--- src/rtl/frankie_io_pkg.sv ---
// Shared sizing constants for the Frankie processor I/O path.
// The processor top level imports the same package so word width and queue depth stay in step.
package frankie_io_pkg;

    localparam int WORD_WIDTH    = 16;
    localparam int IO_FIFO_DEPTH = 8;

endpackage : frankie_io_pkg

--- src/rtl/frankie_sync_fifo.sv ---
// Single-clock FIFO with registered pointers and occupancy count; the head entry is presented
// combinationally, and all-zeros are presented when the FIFO is empty.
module frankie_sync_fifo
    import frankie_io_pkg::*;
#(
    parameter int WIDTH = WORD_WIDTH,
    parameter int DEPTH = IO_FIFO_DEPTH,
    localparam int AW = $clog2(DEPTH),
    localparam int CW = AW + 1
) (
    input  logic             clock,
    input  logic             reset,
    input  logic             push,
    input  logic             pop,
    input  logic [WIDTH-1:0] wr_data,
    output logic [WIDTH-1:0] rd_data,
    output logic             full,
    output logic             empty,
    output logic [CW-1:0]    count
);

    logic [WIDTH-1:0] mem_q [DEPTH];
    logic [AW-1:0]    head_q, head_d;
    logic [AW-1:0]    tail_q, tail_d;
    logic [CW-1:0]    count_q, count_d;
    logic             wr_en;
    logic             rd_en;

    assign full  = (count_q == CW'(DEPTH));
    assign empty = (count_q == '0);
    assign count = count_q;

    // A pop frees the slot, so a push to a full FIFO is accepted when it coincides with a pop.
    assign rd_en = pop && !empty;
    assign wr_en = push && (!full || rd_en);

    always_comb begin
        head_d  = head_q;
        tail_d  = tail_q;
        count_d = count_q;
        if (rd_en) begin
            head_d = AW'(head_q + 1'b1);
        end
        if (wr_en) begin
            tail_d = AW'(tail_q + 1'b1);
        end
        case ({wr_en, rd_en})
            2'b10:   count_d = CW'(count_q + 1'b1);
            2'b01:   count_d = CW'(count_q - 1'b1);
            default: count_d = count_q;
        endcase
    end

    always_ff @(posedge clock or negedge reset) begin
        if (!reset) begin
            head_q  <= '0;
            tail_q  <= '0;
            count_q <= '0;
        end else begin
            head_q  <= head_d;
            tail_q  <= tail_d;
            count_q <= count_d;
        end
    end

    // The storage array has no reset; stale contents are unreachable because count is zero.
    always_ff @(posedge clock) begin
        if (wr_en) begin
            mem_q[tail_q] <= wr_data;
        end
    end

    assign rd_data = empty ? '0 : mem_q[head_q];

endmodule : frankie_sync_fifo

--- src/rtl/io_out_capture.sv ---
// Captures changes of the processor output port into a FIFO for a downstream consumer.
// Repeated writes of the same value are queued once; values that arrive while the FIFO is full are dropped, and each drop sets a sticky flag.
module io_out_capture
    import frankie_io_pkg::*;
#(
    parameter int WIDTH = WORD_WIDTH,
    parameter int DEPTH = IO_FIFO_DEPTH
) (
    input  logic                     clock,
    input  logic                     reset,
    input  logic [WIDTH-1:0]         io_out,
    output logic [WIDTH-1:0]         out_data,
    output logic                     out_valid,
    input  logic                     out_ready,
    output logic [$clog2(DEPTH):0]   count,
    output logic                     overflow,
    input  logic                     clear_ovf
);

    logic [WIDTH-1:0] last_q, last_d;
    logic             overflow_q, overflow_d;
    logic             push;
    logic             pop;
    logic             full;
    logic             empty;
    logic             drop;

    frankie_sync_fifo #(
        .WIDTH (WIDTH),
        .DEPTH (DEPTH)
    ) u_fifo (
        .clock   (clock),
        .reset   (reset),
        .push    (push),
        .pop     (pop),
        .wr_data (io_out),
        .rd_data (out_data),
        .full    (full),
        .empty   (empty),
        .count   (count)
    );

    // last_q starts at zero after reset, so a non-zero port value is pushed on the first edge after reset is released.
    assign push      = (io_out != last_q);
    assign out_valid = !empty;
    assign pop       = out_valid && out_ready;
    assign drop      = push && full && !pop;

    always_comb begin
        last_d     = io_out;
        overflow_d = overflow_q;
        if (clear_ovf) begin
            overflow_d = 1'b0;
        end
        if (drop) begin
            overflow_d = 1'b1;
        end
    end

    always_ff @(posedge clock or negedge reset) begin
        if (!reset) begin
            last_q     <= '0;
            overflow_q <= 1'b0;
        end else begin
            last_q     <= last_d;
            overflow_q <= overflow_d;
        end
    end

    assign overflow = overflow_q;

endmodule : io_out_capture

--- config.mk ---
export PLATFORM = sky130hd
export DESIGN_NAME = io_out_capture
export DESIGN_NICKNAME = d
export VERILOG_FILES = /design/src/rtl/frankie_io_pkg.sv /design/src/rtl/frankie_sync_fifo.sv /design/src/rtl/io_out_capture.sv
export SDC_FILE = /design/constraint.sdc
export NUM_CORES = 1
export LEC_CHECK = 0
export ABC_CLOCK_PERIOD_IN_PS = 3300
export CORE_MARGIN = 4
export CORE_UTILIZATION = 46
export DETAILED_ROUTE_END_ITERATION = 8
export PLACE_DENSITY = 0.75
export RECOVER_POWER = 100
export SYNTH_ARGS = -nofsm -noshare
export SYNTH_HDL_FRONTEND = slang
export SYNTH_SLANG_ARGS = --single-unit
--- constraint.sdc ---
create_clock -name clock -period 3.3 [get_ports clock]
set_clock_uncertainty 0.05 [all_clocks]
set_input_delay 0.66 -clock clock [delete_from_list [all_inputs] [get_ports clock]]
set_output_delay 0.66 -clock clock [all_outputs]
set_load 0.02 [all_outputs]
# Word-level counts from Yosys, hierarchy flattened
# Memories as Yosys holds them, arrays and structs flattened.
# Cells that the tools add are included.
[word_totals]
regBits = 27
ramBits = 128
input_bits = 20
wordCells = 32
mem_count = 1
[op_classes]
addsub = 4
n_eq_ne = 4
mux = 6
reduce_logical = 12
[memory_table]
columns = ["memory", "depth", "word_bits", "rd", "rd_ports_with_merged_regs", "wr", "line", "source"]
rows = [
  ["u_fifo.mem_q", 8, 16, 1, 0, 1, "frankie_sync_fifo.sv:22", "logic [WIDTH-1:0] mem_q [DEPTH];"],
]
[ops]
columns = ["op", "count"]
rows = [
  ["$mux 16", 1],
  ["$ne 16x16->1", 1],
  ["$pmux 4 s2", 1],
  ["$add 3x1->3 const B", 2],
  ["$logic_and 1x1->1", 5],
  ["$add 4x1->4 const B", 1],
  ["$eq 4x4->1 const B", 1],
  ["$logic_not 4->1", 1],
  ["$mux 1", 4],
  ["$reduce_bool 2->1", 2],
  ["$sub 4x1->4 const B", 1],
  ["$logic_not 1->1", 3],
  ["$eq 2x1->1 const B", 1],
  ["$eq 2x2->1 const B", 1],
  ["$logic_or 1x1->1", 1],
]

# Longest topological paths before layout
# Gate-level depths: netlist of the first run.
[depth]
depth_word = 8
mapped_depth = 11

# By module
# A second synthesis of the first run with hierarchy kept.
[hier_totals]
hier_cells = 327
area_unflattened_um2 = 6217.2
[modules_own_cells]
columns = ["mod", "n_inst", "cells_each", "area_per_inst_um2"]
rows = [
  ["frankie_sync_fifo", 1, 284, 5566.6],
  ["io_out_capture", 1, 43, 650.6],
]

# Worst setup path after synthesis of the first run
# No wires, ideal clock.
[synth_path]
path_kind = "input to register"
from = "in io_out[12]"
to = "mem u_fifo.mem_q[1][0] (netlist bit), enable pin"
setup_ns = 0.409
arrival_ns = 2.322
required_ns = 2.841
slack_ns = 0.518
path_stages = 5
n_path_buf = 0
cell_sequence = "xor2_1 nor4_1 nand4_1 nand3_1 nor3_1"
[synth_between]
elab_chain_len = 4
[synth_lines]
columns = ["element", "line", "source"]
rows = [
  ["from (decl)", "io_out_capture.sv:11", "input logic [WIDTH-1:0] io_out,"],
  ["$ne 16x16->1", "io_out_capture.sv:44", "assign push = (io_out != last_q);"],
  ["$logic_and 1x1->1", "frankie_sync_fifo.sv:35", "assign wr_en = push && (!full || rd_en);"],
  ["$mux 1", "frankie_sync_fifo.sv:68", "if (wr_en) begin"],
  ["$mux 1 (not written as such)", "frankie_sync_fifo.sv:69", "mem_q[tail_q] <= wr_data;"],
  ["to (decl)", "frankie_sync_fifo.sv:22", ""],
]
# Every way passes these cells.

# Final worst setup path of the first run
[layout_path]
from = "in io_out[2]"
to = "mem u_fifo.mem_q[1][1] (netlist bit), enable pin"
# The elaborated chain is that of the path after synthesis.

==> results.md, run 1 <==
* Status: complete, but fails checks
* Violated checks: capacitance limit, slew limit
* First-pass GRT wire length at 18280 um
* 1st-iter DRT viols at 233
* Most frequent cells in the layout: edfxtp_1 (128), mux4_2 (32), dlygate4sd3_1 (26), dfrtp_1 (26), clkbuf_1 (25)
* # Post-CTS Setup Buffers at 1
* Tot Pwr at approximately 7400 uW
* Net count after synthesis at between 300 and 400
* Root Driver: clkbuf_16
* Final Hold Viols at 0
* Average wire per standard cell at 20.41 um
* Maximum clock rate at 0.3143 GHz
* Largest net degree at the start of global routing at 28
* Post-route setup TNS at 0 ns
* Dpl hpwl at 7141 um
* Total CTS buffers at 17
* Clk buf depth at 2
* Post-synth cell types at 29
* Final Setup Violations at 0
* FFs w/ async S/R, synth at 0.1742
* Total GRT Usage at 0.1703
* Max-slew violations at 28
* Worst endpoint required time at roughly 3.4 ns
* CTS clock-pin slew for the worst setup and hold paths at 0.06 ns
* Cell area power density at 997.0 nW/um^2
* Final Util at 0.5848
* Dpl cell area at 6987 sq um
* Post-synthesis register bit count at 155
* RSZ-0062 raised after global routing: false
* Mapped cell area at around 6000 sq um
* Initial antenna violation count at 0
* Syn Area/Cell at ~20 sq um
* ANT nets after route at 0
* Ant. Diodes at 0
* Total iterations of the first detailed-routing run at 5
* Commonest non-fill, non-tap cell in the layout: edfxtp_1
* WHS at 0.4700 ns
* Vias in the first global route at 3195
* DR DRC count at 0
* YS warnings at 0
* Min cycle time layout at 3.181 ns
* Worst Setup Start Kind: primary input
* Top cells by area, synth: edfxtp_1 (63%), mux4_2 (12%), dfrtp_1 (11%), xor2_1 (3.0%), mux2i_1 (2.6%)
* Fraction of layout instances using a drive strength above 1 at 0.2079
* Worst-path maximum fanout at 12
* Final instance area at 7470 sq um
* CTS tree: done
* Starting Density at 0.4750
* Leak pwr at 0.002649 uW
* Core Box Area at approximately 13000 sq um
* Worst hold path type: register to register
* Die height at 122.8 um
* Storage element area at 4521 sq um
* Tcrit/Tclk final at 0.9640
* Grt total ovfl at 0
* Hold buffers post-CTS at 0
* Share of the synthesized area in the top cell type at 0.6335
* Clk sinks at 155
* Worst setup path category: primary input to register
* Sequential fraction of the synthesis area at 0.7449
* Area Growth Syn to Fin at 23.12%
* Area occupied by multi-input gates at about 1500 sq um
* WP data arrival at about 3.3 ns
* WL final at 11760 um
* Cells after synthesis at 302
* Gp weighted congestion at 0.7706
* FP Rows at 41
* Synth Flop Type: edfxtp_1
* Final Net Count at 416
* Transition time at the pin with the least slew margin at 1.644 ns
* # resized after CTS at 0
* Clock Latency Late Sink at 0.42 ns
* EDFF count, synth at between 100 and 150
* Rel. slew slack at -0.09624
* Die area at roughly 15000 sq um
* Peak supply drop at 0.0004791 V
* I/O pin total at 42
* H-tree Lvls at 4
* Post-synth top area cell: edfxtp_1
* Critical Path End Type: register
* Vias per inst at 5.332
* Max-capacitance violation count at 1
* Vias post-DR at slightly above 3000
* # fillers at a little over 900
* Port-buffer cells at 41
* Die width at 122.8 um
registers in the layout, indices dropped and copies added, names as in the netlist:
name           flops
last_q            16
overflow           1
u_fifo.count       4
u_fifo.head_q      3
u_fifo.mem_q     128
u_fifo.tail_q      3
critical path, stage by stage:
cell and delay (ns):
dlygate4sd3_1 0.59, xor2_1 0.21, nor4_1 0.08, buf_4 0.13, nand4_1 0.16, clkbuf_1 0.18
nand3_1 0.18, nor3_1 0.83, buf_12 0.24
Yosys cell counts (2+ instances only):
master	number
a21oi_1	2
buf_1	2
buf_2	6
buf_4	4
dfrtp_1	27
edfxtp_1	128
ha_1	5
inv_1	2
mux2i_1	16
mux4_2	32
nand2_1	3
nand2b_1	3
nand3_1	2
nand3b_1	4
nor2_1	23
nor3_1	3
nor4_1	4
o21ai_0	2
xnor2_1	4
xor2_1	21
power by group:
group          leakage [uW]  total, uW  switching, uW  internal (uW)
registers           0.00149       2900            215           2690
clock network      0.000311       1990            732           1260
logic              0.000847       2560           1350           1200
total               0.00265       7450           2300           5150
layer usage:
layer / routed length [um] / global-route usage / part of all wire
met1: 4736 / 0.2260 / 0.40
met2: 6232 / 0.2761 / 0.53
met3: 676 / 0.04700 / 0.057
met4: 114 / 0.05318 / 0.0097
met5: 0 / 0 / 0
kinds of logic (layout without fill, tap and decap cells):
kind of cell               Yosys count  count (layout)  synth area share
muxes                               51              51            0.1514
buffers and inverters               14             116           0.01238
and+or+nand+nor                     47              47           0.04063
adders and majority gates            5               5           0.01031
xor gates and xnor gates            25              25           0.03609
AOI/OAI and AO/OA                    5               5          0.004332
DFF                                155             155            0.7449
final timing paths:
path / to / from / cells past startpoint / slack (ns)
min: u_fifo.tail_q[0]$_DFFE_PN0P_ / u_fifo.tail_q[0]$_DFFE_PN0P_ / 1 / 0.47
max in group asynchronous: u_fifo.head_q[0]$_DFFE_PN0P_ / reset / 2 / 0.97
min reg2reg: u_fifo.tail_q[0]$_DFFE_PN0P_ / u_fifo.tail_q[0]$_DFFE_PN0P_ / 1 / 0.47
max reg2reg: u_fifo.count[2]$_DFFE_PN0P_ / last_q[10]$_DFF_PN0_ / 11 / 0.56
min in group asynchronous: overflow$_DFFE_PN0P_ / reset / 2 / 1.13
max: u_fifo.mem_q[1][1]$_DFFE_PP_ / io_out[2] / 9 / 0.12
cell type report:
cell class / count / area share
Inverter: 2 / 0.001005
Sequential cell: 155 / 0.6052
Multi-Input combinational cell: 133 / 0.1948
Clock buffer: 25 / 0.07504
Clock inverter: 7 / 0.009213
Timing Repair Buffer: 82 / 0.08593
Tap cell: 172 / 0.02881
through the flow:
| step | worst slack, ns | instances |
|---|---|---|
| 2_1_floorplan | 0.5184 | 302 |
| 3_3_place_gp | -0.1142 | 543 |
| 3_5_place_dp | -0.1933 | 543 |
| 4_1_cts | 0.1055 | 576 |
| 5_1_grt | 0.03925 | 576 |
| 6_report | 0.1188 | 576 |
No activity file was read; power rests on OpenSTA's default activity.
==> run 2: changes to the inputs <==
Settings changed: CAP_MARGIN from default to 5, CTS_CLUSTER_SIZE from default to 10.
==> results of run 2 <==
No change in the layout: final DEF, timing and power equal those of run 1.
